`src/rtl/div_pkg.sv`:
```
// -----------------------------------------------------------------------------
// div_pkg
// Shared types, default widths and helpers for the sequential signed divider.
//   div_state_t : controller states (IDLE -> CALC -> DONE -> IDLE)
//   DIV_N_W     : default dividend/quotient width
//   DIV_D_W     : default divisor/remainder width
//   DIV_BPC     : default quotient bits resolved per CALC cycle
//   abs_n()     : two's-complement magnitude, computed on a wide container so
//                 the most negative value of any narrower width is exact
// -----------------------------------------------------------------------------
package div_pkg;

    typedef enum logic [1:0] {
        IDLE = 2'd0,
        CALC = 2'd1,
        DONE = 2'd2
    } div_state_t;

    localparam int DIV_N_W = 32;
    localparam int DIV_D_W = 16;
    localparam int DIV_BPC = 1;

    // Container width for abs_n(); callers sign-extend into it and cast the
    // result back down to their own width.
    localparam int MAG_W = 64;

    function automatic logic [MAG_W-1:0] abs_n(input logic [MAG_W-1:0] v);
        return v[MAG_W-1] ? (-v) : v;
    endfunction

endpackage

```
`src/rtl/div_step.sv`:
```
// -----------------------------------------------------------------------------
// div_step
// One combinational restoring-division iteration on magnitudes.
//   rem      in  D_W+1  current partial remainder (always < dmag on entry)
//   n_bit    in  1      next dividend bit, MSB first
//   dmag     in  D_W    divisor magnitude
//   rem_next out D_W+1  partial remainder after this bit
//   q_bit    out 1      quotient bit for this position
// -----------------------------------------------------------------------------
module div_step #(
    parameter int D_W = 16
) (
    input  logic [D_W:0]   rem,
    input  logic           n_bit,
    input  logic [D_W-1:0] dmag,
    output logic [D_W:0]   rem_next,
    output logic           q_bit
);

    // Shifted remainder. Because rem < dmag, the result is < 2*dmag and so
    // fits in D_W+1 bits; the extra top bit only keeps the compare honest.
    logic [D_W+1:0] partial;

    assign partial  = {rem, n_bit};
    assign q_bit    = (partial >= {2'b00, dmag});
    assign rem_next = q_bit ? (partial[D_W:0] - {1'b0, dmag}) : partial[D_W:0];

endmodule

```
`src/rtl/div32via16_seq.sv`:
```
// -----------------------------------------------------------------------------
// div32via16_seq
// Sequential signed divider: N_W-bit dividend / D_W-bit divisor, producing an
// N_W-bit quotient (truncated toward zero) and a D_W-bit remainder carrying the
// sign of the dividend. Restoring division on magnitudes, BITS_PER_CYC quotient
// bits per CALC cycle.
//   i_clk, i_rst      clock, synchronous active-high reset
//   i_valid/o_ready   operand handshake (o_ready high only in IDLE)
//   i_n, i_d          signed dividend / divisor
//   o_valid/i_ready   result handshake (o_valid high only in DONE)
//   o_q, o_r          signed quotient / remainder (registered, held until next result)
//   o_dbz, o_ovf      divide-by-zero and INT_MIN/-1 overflow flags
// -----------------------------------------------------------------------------
module div32via16_seq
    import div_pkg::*;
#(
    parameter int N_W          = DIV_N_W,
    parameter int D_W          = DIV_D_W,
    parameter int BITS_PER_CYC = DIV_BPC
) (
    input  logic           i_clk,
    input  logic           i_rst,
    input  logic           i_valid,
    output logic           o_ready,
    input  logic [N_W-1:0] i_n,
    input  logic [D_W-1:0] i_d,
    output logic           o_valid,
    input  logic           i_ready,
    output logic [N_W-1:0] o_q,
    output logic [D_W-1:0] o_r,
    output logic           o_dbz,
    output logic           o_ovf
);

    localparam int ITERS = N_W / BITS_PER_CYC;
    localparam int CNT_W = $clog2(ITERS + 1);

    div_state_t     state_reg;
    // Dividend bits shift out of the top while quotient bits shift in at the
    // bottom; after ITERS cycles this register holds the quotient magnitude.
    logic [N_W-1:0] nq_reg;
    logic [D_W:0]   rem_reg;
    logic [D_W-1:0] dmag_reg;
    logic [CNT_W-1:0] cnt_reg;
    logic           sign_q_reg;
    logic           sign_r_reg;
    logic           dbz_pend_reg;
    logic           ovf_pend_reg;

    // Operand decode at accept time
    logic [N_W-1:0] n_mag;
    logic [D_W-1:0] d_mag;
    logic           is_dbz;
    logic           is_ovf;

    assign n_mag  = N_W'(abs_n({{(MAG_W-N_W){i_n[N_W-1]}}, i_n}));
    assign d_mag  = D_W'(abs_n({{(MAG_W-D_W){i_d[D_W-1]}}, i_d}));
    assign is_dbz = (i_d == '0);
    assign is_ovf = (i_n == {1'b1, {(N_W-1){1'b0}}}) && (i_d == '1);

    // Chain of restoring steps evaluated in one CALC cycle
    logic [BITS_PER_CYC:0][D_W:0]   rem_chain;
    logic [BITS_PER_CYC:0][N_W-1:0] nq_chain;
    logic [BITS_PER_CYC-1:0]        q_bits;

    assign rem_chain[0] = rem_reg;
    assign nq_chain[0]  = nq_reg;

    for (genvar gi = 0; gi < BITS_PER_CYC; gi++) begin : g_step
        div_step #(
            .D_W (D_W)
        ) u_step (
            .rem      (rem_chain[gi]),
            .n_bit    (nq_chain[gi][N_W-1]),
            .dmag     (dmag_reg),
            .rem_next (rem_chain[gi+1]),
            .q_bit    (q_bits[gi])
        );
        assign nq_chain[gi+1] = {nq_chain[gi][N_W-2:0], q_bits[gi]};
    end

    // Sign fix-up applied once the counter has run out
    logic [N_W-1:0] q_fix;
    logic [D_W-1:0] r_fix;

    assign q_fix = sign_q_reg ? (-nq_reg) : nq_reg;
    assign r_fix = sign_r_reg ? (-rem_reg[D_W-1:0]) : rem_reg[D_W-1:0];

    always_ff @(posedge i_clk) begin
        if (i_rst) begin
            state_reg    <= IDLE;
            nq_reg       <= '0;
            rem_reg      <= '0;
            dmag_reg     <= '0;
            cnt_reg      <= '0;
            sign_q_reg   <= 1'b0;
            sign_r_reg   <= 1'b0;
            dbz_pend_reg <= 1'b0;
            ovf_pend_reg <= 1'b0;
            o_ready      <= 1'b1;
            o_valid      <= 1'b0;
            o_q          <= '0;
            o_r          <= '0;
            o_dbz        <= 1'b0;
            o_ovf        <= 1'b0;
        end else begin
            case (state_reg)
                IDLE: begin
                    if (i_valid) begin
                        state_reg <= CALC;
                        o_ready   <= 1'b0;
                        o_dbz     <= 1'b0;
                        o_ovf     <= 1'b0;
                        rem_reg   <= '0;
                        dmag_reg  <= d_mag;
                        // Special cases skip the iterations: the counter starts
                        // at zero and the preloaded magnitudes pass straight
                        // through the fix-up cycle with both signs forced off.
                        if (is_dbz) begin
                            nq_reg       <= '0;
                            sign_q_reg   <= 1'b0;
                            sign_r_reg   <= 1'b0;
                            cnt_reg      <= '0;
                            dbz_pend_reg <= 1'b1;
                            ovf_pend_reg <= 1'b0;
                        end else if (is_ovf) begin
                            nq_reg       <= n_mag;   // 2^(N_W-1) reads back as INT_MIN
                            sign_q_reg   <= 1'b0;
                            sign_r_reg   <= 1'b0;
                            cnt_reg      <= '0;
                            dbz_pend_reg <= 1'b0;
                            ovf_pend_reg <= 1'b1;
                        end else begin
                            nq_reg       <= n_mag;
                            sign_q_reg   <= i_n[N_W-1] ^ i_d[D_W-1];
                            sign_r_reg   <= i_n[N_W-1];
                            cnt_reg      <= CNT_W'(ITERS);
                            dbz_pend_reg <= 1'b0;
                            ovf_pend_reg <= 1'b0;
                        end
                    end
                end

                CALC: begin
                    if (cnt_reg != '0) begin
                        nq_reg  <= nq_chain[BITS_PER_CYC];
                        rem_reg <= rem_chain[BITS_PER_CYC];
                        cnt_reg <= cnt_reg - CNT_W'(1);
                    end else begin
                        o_q       <= q_fix;
                        o_r       <= r_fix;
                        o_dbz     <= dbz_pend_reg;
                        o_ovf     <= ovf_pend_reg;
                        o_valid   <= 1'b1;
                        state_reg <= DONE;
                    end
                end

                DONE: begin
                    // Outputs hold until the consumer takes them; o_ready only
                    // rises on the way back to IDLE, so accept never coincides
                    // with transfer.
                    if (i_ready) begin
                        o_valid   <= 1'b0;
                        o_ready   <= 1'b1;
                        state_reg <= IDLE;
                    end
                end

                default: begin
                    state_reg <= IDLE;
                    o_valid   <= 1'b0;
                    o_ready   <= 1'b1;
                end
            endcase
        end
    end

endmodule

```
`config.mk`:
```
export PLATFORM = sky130hd
export DESIGN_NAME = div32via16_seq
export DESIGN_NICKNAME = d
export VERILOG_FILES = /design/src/rtl/div_pkg.sv /design/src/rtl/div_step.sv /design/src/rtl/div32via16_seq.sv
export SDC_FILE = /design/constraint.sdc
export NUM_CORES = 1
export LEC_CHECK = 0
export ABC_AREA = 1
export CELL_PAD_IN_SITES_DETAIL_PLACEMENT = 1
export CELL_PAD_IN_SITES_GLOBAL_PLACEMENT = 1
export CORE_MARGIN = 2
export CORE_UTILIZATION = 40
export CTS_BUF_LIST = sky130_fd_sc_hd__clkbuf_8
export CTS_CLUSTER_DIAMETER = 120
export DETAILED_ROUTE_END_ITERATION = 8
export PLACE_DENSITY = 0.87
export SYNTH_ARGS = -nofsm -noshare
export SYNTH_HDL_FRONTEND = slang
export SYNTH_SLANG_ARGS = --single-unit
```
`constraint.sdc`:
```
create_clock -name i_clk -period 2.45 [get_ports i_clk]
set_input_delay 0.245 -clock i_clk [delete_from_list [all_inputs] [get_ports i_clk]]
set_output_delay 0.245 -clock i_clk [all_outputs]
set_load 0.005 [all_outputs]
```
==> metrics.txt, run 1 <==
Post-CTS Repair Setup Buffers=0; Clock Skews=11.7 ps; part of the cycle the worst path needs=93.0%; Crit path buffers/inverters=0; number of buffers created by CTS=17; share of Yosys cell area claimed by the top area cell type=30.2%; endpoint type of the worst setup path=register; Worst Setup Path Type=reg2reg; standard-cell rows=53; critical path's most frequent cell=nand3_1; placed cell area=9900 µm²; count of state elements after synthesis=129; net count after synthesis=1,418; Post-Syn Instances=1,342; final net count=1,517; depth of the worst register-to-register path=10; commonest cells after routing, fill and taps aside=nand2_1 (282), inv_1 (179), nor2_1 (144); internal portion of total power=5.33 mW; worst hold path class=in2reg; global placement routability congestion=0.924; crit path cell chain=ha_1, nand2_2, nor2_1, nand3_1, nand3_1, nand2_2, nand2_4, nand3_1, nand2_1, a21oi_1; clk slew on worst S/H paths=80 ps; critical path peak fanout=18; number of H-tree levels=4; iteration-0 DRC count of the detailed router=683; HPWL reported at the end of detailed placement=23,100 µm; placed insts=1,697; combinational share of power=50.9%; final number of setup-violating endpoints=0; via count of the first global-routing pass=9,490; peak supply drop=451 µV; Congestion Overflow GR=0; count of nets left with antenna violations after detail routing=0; register share of total power=29.0%; standard cell core area=21,000 µm²; Clock power frac=20.2%; Die Footprint=22,500 µm²; total negative slack=0 ps; Most used DFF post-synth=dfxtp_1; die outline height=150 µm; IO buf count=103; data arrival time of the critical path=2620 ps; register cell area after layout=2580 µm²; Slowest Stage Delay on Critical Path=450 ps; Layout Area Growth over Synthesis=20.7%; number of vias per cell after detailed routing=5.41; Largest delay share family, worst path=simple AND/OR/NAND/NOR gates; number of synthesized flops with an enable pin=0; total global routing track utilization=27.4%; most common cell after layout, fill and taps aside=nand2_1; total power draw=9.75 mW; antenna diode count=0; max-cap check violation count=0; initial core utilization=40.6%; Post-CTS Hold Fix Bufs=0; switching power summed over all nets=4.42 mW; final hold vios=0; Setup WS post-layout=171 ps; Worst Tran Pin Value=651 ps; later-pin clock latency in the skew report=470 ps; Switching Share=45.4%; hold slack=219 ps; fin. max-slew vios=0; Fill cells=2,834; average instance area after synthesis=6.37 µm²; cell area power density=946 nW/µm²; final core utilization=49.1%; Tmin final=2280 ps; register area share after synthesis=30.2%; IO Pins=104; status=completed; post-synthesis async set-or-reset flop share=0%; number of remaining DRC errors=0; Unique masters post-synth=43; maximum root-to-sink buffer count=2; fraction of final layout cells sized beyond drive strength 1=6.26%; top post-synthesis cells by area=dfxtp_1 (30%), nand2_1 (12%), inv_1 (7.8%); WL final=30,200 µm; worst setup slack before clock tree synthesis=80.3 ps; total number of vias=9,354; static leakage=4.64 nW; post-synth design cell area=8540 µm²; Rel. slew slack=56.2%; Horiz. Die Dim=150 µm; TritonCTS clock tree=built; maximum number of pins on one net before global-route repair=93; maximum clock frequency=0.439 GHz; area leader, netlist=dfxtp_1; unrepaired setup endpoints after global routing=false; post-route design area=10,300 µm²; Worst setup SP type=register; Hold Crit Depth=2; non-filler instance count after layout=1,728; Critical-path top delay cell=ha_1; post-cts repair resize count=0; number of sinks driven by the clock tree=129; number of cells on the critical path=10; first-pass GRT wire length=48,800 µm; root buf cell=clkbuf_8; YS warnings=0; initial antenna violation count=0; CP required=2790 ps; area of the multi-input gates=5020 µm²; detailed-routing iteration count for the pre-antenna-repair pass=5; routed wire length per instance=17.5 µm
[logic make-up after synthesis]
group / count (synthesis) / synth area share (%)
flip-flops: 129 / 30.2
buffers and inverters: 234 / 11.0
XOR/XNOR: 59 / 6.05
AND/OR/NAND/NOR: 622 / 31.7
AO/OA/AOI/OAI: 274 / 17.4
adder cells (fa/ha/maj): 24 / 3.60
[final timing paths]
check | startpoint | end | slack, ps
setup reg to reg | rem_reg[8] | rem_reg[15] | 170
hold / removal | i_rst | rem_reg[3] | 220
hold reg to reg | o_valid | o_valid | 500
setup / recovery | rem_reg[8] | rem_reg[15] | 170
[power groups by stage]
stage / logic (mW) / registers (mW) / clock network (mW)
finish: 4.96 / 2.82 / 1.97
global route: 5.53 / 2.86 / 2.09
CTS: 4.92 / 2.81 / 1.98
detailed placement: 4.86 / 2.86 / 0
global placement: 4.72 / 2.84 / 0
floorplan: 3.39 / 2.76 / 0
[routing by layer]
layer / routed length (µm) / vias to the layer above / global-route usage, %
met3: 1400 / 42 / 4.24
met1: 14200 / 4465 / 37.3
met5: 0 / - / 0
met4: 541 / 0 / 7.03
li1: - / 4578 / -
met2: 14100 / 269 / 45.3
[synth_stat cells, drive strengths merged, types with 3 or more instances]
cell,number
a211oi,3
a21oi,124
a31oi,10
buf,30
clkbuf,19
dfxtp,129
ha,23
inv,183
nand2,289
nand3,124
nand3b,6
nand4,22
nor2,157
nor3,13
nor4,7
o211ai,5
o21ai,103
o22ai,21
o31ai,3
xnor2,17
xor2,42
[cell type report]
type                    count  share of cell area, %
flip-flops and latches    129                   25.0
inverters                 185                   6.73
multi-input cells         979                   48.7
clock inverters            13                   1.57
clock buffers              18                   2.40
well taps                 275                   3.34
repair buffers            129                   12.2
Power figures use the tool's default switching activity.
==> run 2: changes to the inputs <==
--- a/config.mk
+++ b/config.mk
@@ -9,11 +9,11 @@
 export CELL_PAD_IN_SITES_DETAIL_PLACEMENT = 1
 export CELL_PAD_IN_SITES_GLOBAL_PLACEMENT = 1
 export CORE_MARGIN = 2
-export CORE_UTILIZATION = 40
+export CORE_UTILIZATION = 41
 export CTS_BUF_LIST = sky130_fd_sc_hd__clkbuf_8
 export CTS_CLUSTER_DIAMETER = 120
 export DETAILED_ROUTE_END_ITERATION = 8
-export PLACE_DENSITY = 0.87
+export PLACE_DENSITY = 0.89
 export SYNTH_ARGS = -nofsm -noshare
 export SYNTH_HDL_FRONTEND = slang
 export SYNTH_SLANG_ARGS = --single-unit
==> metrics.txt, run 2 (synthesis gave the netlist of run 1 again) <==
first-pass GRT wire length=49,100 µm (was 48,800 µm); initial antenna violation count=0 (unchanged); cell area power density=934 nW/µm² (was 946 nW/µm²); clk slew on worst S/H paths=90 ps (was 80 ps); number of H-tree levels=4 (unchanged); max-cap check violation count=0 (unchanged); Slowest Stage Delay on Critical Path=360 ps (was 450 ps); fraction of final layout cells sized beyond drive strength 1=6.66% (was 6.26%); number of remaining DRC errors=0 (unchanged); number of vias per cell after detailed routing=5.43 (was 5.41); Worst Setup Path Type=reg2reg (unchanged); status=completed (unchanged); Layout Area Growth over Synthesis=20.7% (unchanged); endpoint type of the worst setup path=register (unchanged); Critical-path top delay cell=dfxtp_1 (was ha_1); unrepaired setup endpoints after global routing=false (unchanged); Post-CTS Hold Fix Bufs=0 (unchanged); Worst setup SP type=register (unchanged); WL final=30,200 µm (about the same); via count of the first global-routing pass=9,506 (was 9,490); final number of setup-violating endpoints=0 (unchanged); most common cell after layout, fill and taps aside=nand2_1 (unchanged); fin. max-slew vios=0 (unchanged); CP required=2820 ps (was 2790 ps); commonest cells after routing, fill and taps aside=nand2_1 (282), inv_1 (177), nor2_1 (144) (was nand2_1 (282), inv_1 (179), nor2_1 (144)); total global routing track utilization=27.9% (was 27.4%); worst hold path class=in2reg (unchanged); static leakage=4.65 nW (was 4.64 nW); maximum number of pins on one net before global-route repair=73 (was 93); IO Pins=104 (unchanged); TritonCTS clock tree=built (unchanged); maximum clock frequency=0.455 GHz (was 0.439 GHz); antenna diode count=0 (unchanged); total number of vias=9,379 (was 9,354); later-pin clock latency in the skew report=460 ps (was 470 ps); maximum root-to-sink buffer count=2 (unchanged); IO buf count=103 (unchanged); Rel. slew slack=52.1% (was 56.2%); CP startpoint=nq_reg[0] (was rem_reg[8]); data arrival time of the critical path=2570 ps (was 2620 ps); standard cell core area=20,400 µm² (was 21,000 µm²); total power draw=9.63 mW (was 9.75 mW); Tmin final=2200 ps (was 2280 ps); final core utilization=50.6% (was 49.1%); routed wire length per instance=17.5 µm (about the same); placed cell area=9920 µm² (was 9900 µm²); Post-CTS Repair Setup Buffers=0 (unchanged); startpoint of the lowest-slack register-to-register path=nq_reg[0] (was rem_reg[8]); count of nets left with antenna violations after detail routing=0 (unchanged); iteration-0 DRC count of the detailed router=621 (was 683); Congestion Overflow GR=0 (unchanged); final hold vios=0 (unchanged); total negative slack=0 ps (unchanged); standard-cell rows=52 (was 53); Worst Tran Pin Value=711 ps (was 651 ps); global placement routability congestion=0.895 (was 0.924); hold slack=109 ps (was 219 ps); initial core utilization=41.9% (was 40.6%); Horiz. Die Dim=148 µm (was 150 µm); Die Footprint=22,000 µm² (was 22,500 µm²); detailed-routing iteration count for the pre-antenna-repair pass=5 (unchanged); number of buffers created by CTS=17 (unchanged); HPWL reported at the end of detailed placement=23,600 µm (was 23,100 µm); depth of the worst register-to-register path=13 (was 10); slack of the worst reg-to-reg path=250 ps (was 170 ps); final net count=1,520 (was 1,517); worst setup path endpoint=o_q[28] (was rem_reg[15]); Top Metal Used=met4 (unchanged); critical path's most frequent cell=nand2_1 (was nand3_1); root buf cell=clkbuf_8 (unchanged); Crit Reg-Reg Endpoint=o_q[28] (was rem_reg[15]); Fill cells=2,723 (was 2,834); die outline height=148 µm (was 150 µm); part of the cycle the worst path needs=89.7% (was 93.0%); post-route design area=10,300 µm² (unchanged); routed wire length on met2=14,200 µm (was 14,100 µm); detailed-routed wire length on met3=1480 µm (was 1400 µm); Clock Skews=16.3 ps (was 11.7 ps); critical path peak fanout=5 (was 18); crit path cell chain=inv_1, ha_1, nand3_1, nor2_2, nand2_1, inv_1, nand2_1, o21ai_2, nand2_1, nand2_1, nand3_1, nand2_1, inv_1 (was ha_1, nand2_2, nor2_1, nand3_1, nand3_1, nand2_2, nand2_4, nand3_1, nand2_1, a21oi_1); peak supply drop=420 µV (was 451 µV); Routed met1 length=14,200 µm (about the same); number of sinks driven by the clock tree=129 (unchanged)
==> run 2: stage by stage <==
step,setup slack (ps),std cells
after floorplan,539,1342
after global placement,128,1695
after detailed placement,48.3,1695
after CTS,220,1727
after global routing,7.57,1727
final,252,1727
==> run 2: power by group <==
group	leakage [nW]	total, mW	switching, mW	internal, mW
clock network	0.191	1.84	0.967	0.873
logic	3.40	4.94	3.10	1.84
registers	1.06	2.85	0.381	2.47
==> run 2: cell type report <==
cell class | count | area, µm² | area share (%)
clock buffer | 19 | 262 | 2.54
tap | 270 | 338 | 3.28
inverter | 185 | 694 | 6.73
multi-input combinational | 979 | 5030 | 48.8
sequential | 129 | 2580 | 25.0
timing repair buffer | 132 | 1280 | 12.4
clock inverter | 13 | 126 | 1.23
==> run 2: worst max-delay path: cells and delay by family, from the launching register on <==
| kind | cells | cell delay [ps] |
|---|---|---|
| adder cells (fa/ha/maj) | 1 | 220 |
| AO/OA/AOI/OAI | 1 | 190 |
| AND/OR/NAND/NOR | 8 | 990 |
| buffers and inverters | 3 | 350 |
| flip-flops | 1 | 360 |
==> run 2: worst min-delay path by stage <==
| stage | startpoint | end | slack (ps) | cells past startpoint |
|---|---|---|---|---|
| after CTS | i_rst | cnt_reg[0] | 90 | 2 |
| after detailed placement | ovf_pend_reg | ovf_pend_reg | 470 | 2 |
| after global placement | ovf_pend_reg | ovf_pend_reg | 460 | 2 |
| after floorplan | i_d[14] | dmag_reg[14] | 380 | 2 |
| final | i_rst | cnt_reg[1] | 110 | 2 |
| after global routing | i_rst | cnt_reg[1] | 100 | 2 |
==> run 2: what timing repair did <==
action,in CTS,in global routing
endpoints found under the hold margin,0,0
gates resized for setup,0,1
setup endpoints to repair,0,1
==> run 2: layer usage <==
layer | global-route usage (%) | vias to the layer above
li1 | - | 4581
met1 | 38.7 | 4535
met2 | 46.0 | 235
met3 | 3.80 | 28
met4 | 6.90 | 0
met5 | 0 | -
==> run 3: changes to the inputs <==
--- a/config.mk
+++ b/config.mk
@@ -10,7 +10,7 @@
 export CELL_PAD_IN_SITES_GLOBAL_PLACEMENT = 1
 export CORE_MARGIN = 2
 export CORE_UTILIZATION = 41
-export CTS_BUF_LIST = sky130_fd_sc_hd__clkbuf_8
+export CTS_BUF_LIST = sky130_fd_sc_hd__clkbuf_2
 export CTS_CLUSTER_DIAMETER = 120
 export DETAILED_ROUTE_END_ITERATION = 8
 export PLACE_DENSITY = 0.89
==> metrics.txt, run 3 (synthesis gave the netlist of run 1 again) <==
Fill cells=2,744 (was 2,723); Switching Share=48.4% (was 46.2%); initial core utilization=41.9% (unchanged); Congestion Overflow GR=0 (unchanged); die outline height=148 µm (unchanged); Rel. slew slack=52.4% (was 52.1%); max-cap check violation count=0 (unchanged); standard cell core area=20,400 µm² (unchanged); fraction of final layout cells sized beyond drive strength 1=6.58% (was 6.66%); endpoint type of the worst setup path=register (unchanged); total number of vias=9,396 (was 9,379); Worst setup SP type=register (unchanged); commonest cells after routing, fill and taps aside=nand2_1 (282), inv_1 (177), nor2_1 (144) (unchanged); number of H-tree levels=4 (unchanged); CP required=3120 ps (was 2820 ps); depth of the worst register-to-register path=11 (was 13); Slowest Stage Delay on Critical Path=470 ps (was 360 ps); standard-cell rows=52 (unchanged); status=completed (unchanged); final core utilization=49.9% (was 50.6%); IO Pins=104 (unchanged); final number of setup-violating endpoints=0 (unchanged); total global routing track utilization=27.4% (was 27.9%); worst hold path class=in2reg (unchanged); Die Footprint=22,000 µm² (unchanged); number of vias per cell after detailed routing=5.43 (about the same); Tmin final=2220 ps (was 2200 ps); maximum clock frequency=0.450 GHz (was 0.455 GHz); detailed-routing iteration count for the pre-antenna-repair pass=7 (was 5); internal portion of total power=4.69 mW (was 5.18 mW); WL final=29,800 µm (was 30,200 µm); Worst Tran Pin Value=707 ps (was 711 ps); Horiz. Die Dim=148 µm (unchanged); number of remaining DRC errors=0 (unchanged); first-pass GRT wire length=48,200 µm (was 49,100 µm); data arrival time of the critical path=2900 ps (was 2570 ps); number of buffers created by CTS=17 (unchanged); unrepaired setup endpoints after global routing=false (unchanged); total power draw=9.07 mW (was 9.63 mW); cell area power density=893 nW/µm² (was 934 nW/µm²); root buf cell=clkbuf_2 (was clkbuf_8); Worst Setup Path Type=reg2reg (unchanged); switching power summed over all nets=4.39 mW (was 4.45 mW); iteration-0 DRC count of the detailed router=596 (was 621); Post-CTS Repair Setup Buffers=0 (unchanged); global placement routability congestion=0.895 (unchanged); total negative slack=0 ps (unchanged); Layout Area Growth over Synthesis=18.9% (was 20.7%); part of the cycle the worst path needs=90.8% (was 89.7%); register share of total power=31.3% (was 29.6%); final hold vios=0 (unchanged); maximum number of pins on one net before global-route repair=73 (unchanged); later-pin clock latency in the skew report=750 ps (was 460 ps); non-filler instance count after layout=1,729 (was 1,727); TritonCTS clock tree=built (unchanged); final net count=1,521 (was 1,520); clk slew on worst S/H paths=220 ps (was 90 ps); HPWL reported at the end of detailed placement=23,600 µm (unchanged); Clock Skews=30.7 ps (was 16.3 ps); static leakage=4.59 nW (was 4.65 nW); maximum root-to-sink buffer count=2 (unchanged); Hold Crit Depth=3 (was 2); placed insts=1,695 (unchanged); routed wire length per instance=17.2 µm (was 17.5 µm); initial antenna violation count=1 (was 0); via count of the first global-routing pass=9,389 (was 9,506); combinational share of power=54.5% (was 51.3%); critical path peak fanout=18 (was 5); critical path's most frequent cell=nand3_1 (was nand2_1); IO buf count=103 (unchanged); number of sinks driven by the clock tree=129 (unchanged); Critical-path top delay cell=fa_1 (was dfxtp_1); fin. max-slew vios=0 (unchanged); count of nets left with antenna violations after detail routing=0 (unchanged); Clock power frac=14.2% (was 19.1%); crit path cell chain=inv_1, ha_1, inv_1, fa_1, nand3_1, nand3_1, nand2_4, nand2_4, nand2_1, nand3_1, a21oi_1 (was inv_1, ha_1, nand3_1, nor2_2, nand2_1, inv_1, nand2_1, o21ai_2, nand2_1, nand2_1, nand3_1, nand2_1, inv_1); most common cell after layout, fill and taps aside=nand2_1 (unchanged); peak supply drop=400 µV (was 420 µV)
-- run 3: changes by cell type in the layout (fill, tap and decap cells not counted), sizes merged --
cell         previous run  this run
diode                   0         1
dlygate4sd3             0         1
clkinv                  6         8
clkbuf                 19        17
-- run 3: metrics by stage --
stage	worst slack [ps]	hold WS (ps)	instance area, µm²
2_1_floorplan	539	383	8540
6_report	226	188	10200
3_5_place_dp	48.3	472	9920
4_1_cts	198	144	10100
5_1_grt	2.99	144	10200
3_3_place_gp	128	457	9920
-- run 3: worst max-delay path, delay by kind of cell, from the launching register on --
kind / cells / cell delay, ps
and+or+nand+nor: 6 / 810
adders and majority gates: 2 / 640
buffers and inverters: 2 / 220
AOI/OAI and AO/OA: 1 / 140
DFF: 1 / 360
-- run 3: repair_timing --
| action | in CTS | in global routing |
|---|---|---|
| setup endpoints to repair | 0 | 1 |
| hold buffers | 1 | 0 |
| resized for setup | 0 | 2 |
| hold endpoints to repair | 4 | 0 |
-- run 3: worst paths after layout --
kind	startpoint	to	slack [ps]
hold reg to reg	ovf_pend_reg	ovf_pend_reg	510
setup / recovery	nq_reg[31]	rem_reg[4]	230
hold / removal	i_n[27]	nq_reg[27]	190
setup reg to reg	nq_reg[31]	rem_reg[4]	230
-- run 3: layer usage --
layer,part of all wire [%],wire length [µm],global-route usage (%)
met5,0,0,0
met4,2.2,654,7.71
met3,4.5,1330,3.83
met2,46,13700,44.6
met1,47,14100,37.9
-- run 3: area by class of cell --
class	count	area, µm²	area share [%]
Inverter	185	694	6.84
Clock inverter	15	134	1.32
Antenna cell	1	2.50	0.0246
Tap cell	270	338	3.33
Multi-Input combinational cell	979	5030	49.5
Clock buffer	17	85.1	0.838
Timing Repair Buffer	133	1290	12.7
Sequential cell	129	2580	25.4
-- run 3: power by group through the flow --
stage,registers [mW],clock network [mW],logic (mW)
6_report,2.84,1.29,4.94
5_1_grt,2.88,1.41,5.52
4_1_cts,2.83,1.30,4.88
3_5_place_dp,2.88,0,4.84
3_3_place_gp,2.86,0,4.68
2_1_floorplan,2.76,0,3.39
==> patch 1 (config.mk and constraints of run 3) <==
Put one more register stage on the output `o_ovf`, with the module's reset. The value now appears one clock later. The other outputs are not delayed to match.
--- a/src/rtl/div32via16_seq.sv
+++ b/src/rtl/div32via16_seq.sv
@@ -36,2 +36,4 @@
     localparam int CNT_W = $clog2(ITERS + 1);
+
+    logic o_ovf_s0;
 
@@ -104,3 +106,3 @@
             o_dbz        <= 1'b0;
-            o_ovf        <= 1'b0;
+            o_ovf_s0     <= 1'b0;
         end else begin
@@ -112,3 +114,3 @@
                         o_dbz     <= 1'b0;
-                        o_ovf     <= 1'b0;
+                        o_ovf_s0  <= 1'b0;
                         rem_reg   <= '0;
@@ -152,3 +154,3 @@
                         o_dbz     <= dbz_pend_reg;
-                        o_ovf     <= ovf_pend_reg;
+                        o_ovf_s0  <= ovf_pend_reg;
                         o_valid   <= 1'b1;
@@ -178,2 +180,10 @@
 
+    always_ff @(posedge i_clk) begin
+        if (i_rst) begin
+            o_ovf <= '0;
+        end else begin
+            o_ovf <= o_ovf_s0;
+        end
+    end
+
 endmodule
Behaviour: not the same (Yosys sat finds a counterexample within 4 cycles, from zero or initial values and one cycle with i_rst high).
==> patch 1 against run 3 <==
  * Total power up 3.1%
  * Final area up 1.9%
  * Worst setup slack worse by 0.063 ns
  * Utilization down 0.49 points
  * Routed wire length up 0.74%
  * Sequential cell count up 1
  * Area after synthesis up 2.5%
  * Largest cell class unchanged
==> patch 1: results (changes against run 3) <==
[cts]
clkLatencyLatePin_ns=0.77  ; was 0.75 ns

[sta]
layout_setup_ws_ns=0.162  ; was 0.226 ns
tightestPinTransition_ns=0.804  ; was 0.707 ns
final.setup_skew_ns=0.0502  ; was 0.0307 ns
holdWs_ns=0.0892  ; was 0.188 ns

[placed_design]
gp_congestion=0.904  ; was 0.895
dpl_cell_area_sq_mm=0.0101  ; was 0.00992 sq mm

[yosys]
synth_commonest_cells=nand2_1, inv_1, nor2_1, dfxtp_1, a21oi_1  ; unchanged
synth-xor-area-share_pct=5.70  ; was 6.05%
synth_cell_types=46  ; was 43
synthCells=1353  ; was 1342
netlist_top_cells_area=dfxtp_1, nand2_1, inv_1  ; unchanged
ys_seq_area_share_pct=29.7  ; was 30.2%
synth-compound-area-share_pct=17.5  ; was 17.4%

[global_route]
grt_first_pass_wirelength_um=48600  ; was 48200 um
grt_max_degree=60  ; was 73
track_usage_pct=27.3  ; was 27.4%

[finish]
drive_gt1_share_pct=8.69  ; was 6.58%
nFillCells=2886  ; was 2744
fin_nets=1525  ; was 1521

[critical_path]
cp_max_fo=13  ; was 18
reg2regPathDepth=12  ; was 11
reg2reg_to=rem_reg[15]  ; was rem_reg[4]
crit_start=dmag_reg[15]  ; was nq_reg[31]
slowest_stage=ha_1  ; was fa_1
cpPeakStageDelay_ns=0.38  ; was 0.47 ns

[power_and_ir_drop]
switchingPower_mw=4.46  ; was 4.39 mW

[worst_hold_path]
hold-path-endpoint=o_ready  ; was nq_reg[27]

[run_status]
outcome=complete, no violations  ; unchanged

[routing]
drt_first_iter_violations=583  ; was 596

-- patch 1: cell type report --
class	instances	area (sq um)	share of cell area [%]
tap	275	344	3.32
timing repair buffer	127	1240	12.0
clock buffer	17	85.1	0.822
sequential	130	2600	25.1
clock inverter	15	165	1.60
multi-input combinational	981	5170	50.0
inverter	192	733	7.08
antenna	1	2.50	0.0242
-- patch 1: power groups by stage --
stage          sequential [mW]  combinational [mW]  clock (mW)
6_report                  2.83                5.06        1.46
5_1_grt                   2.87                5.64        1.57
4_1_cts                   2.82                5.03        1.48
3_5_place_dp              2.86                4.99           0
3_3_place_gp              2.84                4.78           0
2_1_floorplan             2.77                3.55           0
-- patch 1: per-layer routing --
metal | vias to the layer above | track usage, % | share of wire, %
met5 | - | 0 | 0
met4 | 0 | 9.91 | 2.6
met3 | 57 | 3.97 | 5.1
met2 | 285 | 44.6 | 47
met1 | 4495 | 36.8 | 46
li1 | 4593 | - | -
==> patch 2 (config.mk and constraints of run 3) <==
Without the edit above. `DIV_N_W`: 32 -> 64.
--- a/src/rtl/div_pkg.sv
+++ b/src/rtl/div_pkg.sv
@@ -18,3 +18,3 @@
 
-    localparam int DIV_N_W = 32;
+    localparam int DIV_N_W = 64;
     localparam int DIV_D_W = 16;
Interface: changed (resized i_n and o_q); port bits go from 104 to 168. The function was not compared with the original's and may differ.
==> patch 2 against run 3 <==
  * Fmax shrank 3.0%
  * Routed wire length rose by 92%
  * Sequential cell count grew 65
  * Total power rose by 63%
  * Worst setup slack worse by 0.069 ns
  * Clock skew up 0.054 ns
  * Final area up 62%
  * Area after synthesis grew 61%
  * Critical endpoint is now rem_reg[14]
==> patch 2: results (changes against run 3) <==
[placed_design]
place_hpwl_um=45800  ; was 23600 um
gp_congestion=0.988  ; was 0.895
pre_cts_ws_ns=-0.0503  ; was 0.0483 ns
dpl_cell_area_sq_mm=0.0161  ; was 0.00992 sq mm
io_buffers=167  ; was 103

[critical_path]
worstReg2RegStart=dmag_reg[7]  ; was nq_reg[31]
reg2reg_to=rem_reg[14]  ; was rem_reg[4]
rrSetupSlack_ns=0.16  ; was 0.23 ns
cp_max_fo=5  ; was 18
reg2regPathDepth=12  ; was 11
arrival_ns=3.15  ; was 2.90 ns
critical_path_class=reg -> reg  ; unchanged

[yosys]
async_reset_ff_share_pct=0  ; unchanged
ys_warn_count=0  ; unchanged
synth_edf_count=0  ; unchanged
synth_commonest_cells=nand2_1, nor2_1, inv_1, nand3_1, a21oi_1  ; was nand2_1, inv_1, nor2_1, dfxtp_1, a21oi_1
netlist_top_cells_area=dfxtp_1, nand2_1, nor2_1  ; was dfxtp_1, nand2_1, inv_1
synthCells=2317  ; was 1342
syn_nets=2425  ; was 1418
synth_cell_types=48  ; was 43
ys_seq_area_share_pct=28.2  ; was 30.2%

[sta]
fin_crit_sh_pct=93.6  ; was 90.8%
max-slew-margin-rel_pct=52.2  ; was 52.4%
final.setup_skew_ns=0.0851  ; was 0.0307 ns

[worst_hold_path]
worst_hold_startpoint=i_d[14]  ; was i_n[27]
hp-class=in -> reg  ; unchanged

[run_status]
outcome=complete, no violations  ; unchanged

[cts]
h-tree-depth=4  ; unchanged
clk_pin_slew_ns=0.34  ; was 0.22 ns
clkLatencyLatePin_ns=0.92  ; was 0.75 ns
clockBufferDepth=2  ; unchanged

[routing]
first_pass_iters=7  ; unchanged
drt-total-wl_um=57200  ; was 29800 um
vias=16477  ; was 9396
drt_first_iter_violations=1158  ; was 596

[global_route]
antenna_found_initial=1  ; unchanged
grt_pass1_vias=16569  ; was 9389
track_usage_pct=32.4  ; was 27.4%
grt_first_pass_wirelength_um=90900  ; was 48200 um
grt_max_degree=76  ; was 73

[finish]
drive_gt1_share_pct=5.78  ; was 6.58%
layoutNonFillerInstCount=2942  ; was 1729
fin_nets=2588  ; was 1521

[power_and_ir_drop]
leakagePower_nw=7.28  ; was 4.59 nW
peakVddDrop_v=0.000597  ; was 0.000400 V

[run]
maxCapViolCount=0  ; unchanged

==> patch 2: changes by cell type after synthesis, sizes merged, moves of 6 or more <==
| cell | delta |
|---|---|
| clkbuf | +18 |
| nand2 | +269 |
| buf | +22 |
| dfxtp | +65 |
| nand3 | +90 |
| inv | +87 |
| o211ai | +6 |
| nor2 | +221 |
| a21oi | +86 |
| nand4 | +17 |
| o21ai | +64 |
==> patch 2: critical path: stages, from the launching register on <==
cell,delay [ns]
dfxtp_1,0.41
inv_1,0.12
ha_1,0.42
nand2_1,0.16
nor2_2,0.19
nand3_2,0.14
nand3b_4,0.12
nand2_2,0.07
nand2_4,0.11
nand2_1,0.18
nand2_1,0.12
nand2_1,0.06
a21oi_1,0.15
==> patch 2: worst min path at each step <==
stage / to / slack (ns) / cells after the start
CTS: dmag_reg[14] / 0.03 / 5
floorplan: nq_reg[0] / 0.40 / 2
global route: dmag_reg[14] / 0.07 / 5
finish: dmag_reg[14] / 0.1 / 5
detailed placement: cnt_reg[2] / 0.47 / 2
global placement: rem_reg[16] / 0.45 / 2
==> patch 2: cell type report <==
| class | instances | area [sq um] |
|---|---|---|
| Tap cell | 448 | 561 |
| Sequential cell | 194 | 3880 |
| Inverter | 271 | 1020 |
| Multi-Input combinational cell | 1764 | 8490 |
| Timing Repair Buffer | 232 | 2260 |
| Antenna cell | 1 | 2.50 |
| Fill cell | 4676 | 16800 |
| Clock buffer | 17 | 85.1 |
| Clock inverter | 15 | 148 |
==> patch 2: logic make-up (layout without fill, tap and decap cells) <==
| group | after synthesis | after routing | synth area share, % |
|---|---|---|---|
| AOI/OAI and AO/OA | 443 | 443 | 17.1 |
| DFF | 194 | 194 | 28.2 |
| xor gates and xnor gates | 68 | 68 | 4.32 |
| adders and majority gates | 24 | 24 | 2.23 |
| buffers and inverters | 360 | 535 | 10.4 |
| and+or+nand+nor | 1228 | 1229 | 37.7 |
| other | 0 | 1 | 0 |
==> patch 2: where the power goes <==
group | internal, mW | switching [mW]
clock | 0.329 | 1.33
combinational | 3.11 | 5.51
sequential | 3.80 | 0.708
total | 7.23 | 7.55
==> patch 2: timing repair <==
action                                  in CTS  in global routing
hold endpoints to repair                    32                  0
pin swaps                                    1                  1
setup buffers                                0                  0
gates resized for setup                      0                  5
hold buffers                                 6                  0
cloned                                       1                  0
endpoints found under the setup margin      12                 43
==> patch 2: metal layers <==
metal / wire length [um] / GRT usage, % / vias up
li1: - / - / 7858
met1: 28000 / 46.8 / 8051
met2: 25100 / 51.3 / 503
met3: 2900 / 3.56 / 65
met4: 1110 / 8.18 / 0
met5: 0 / 0 / -
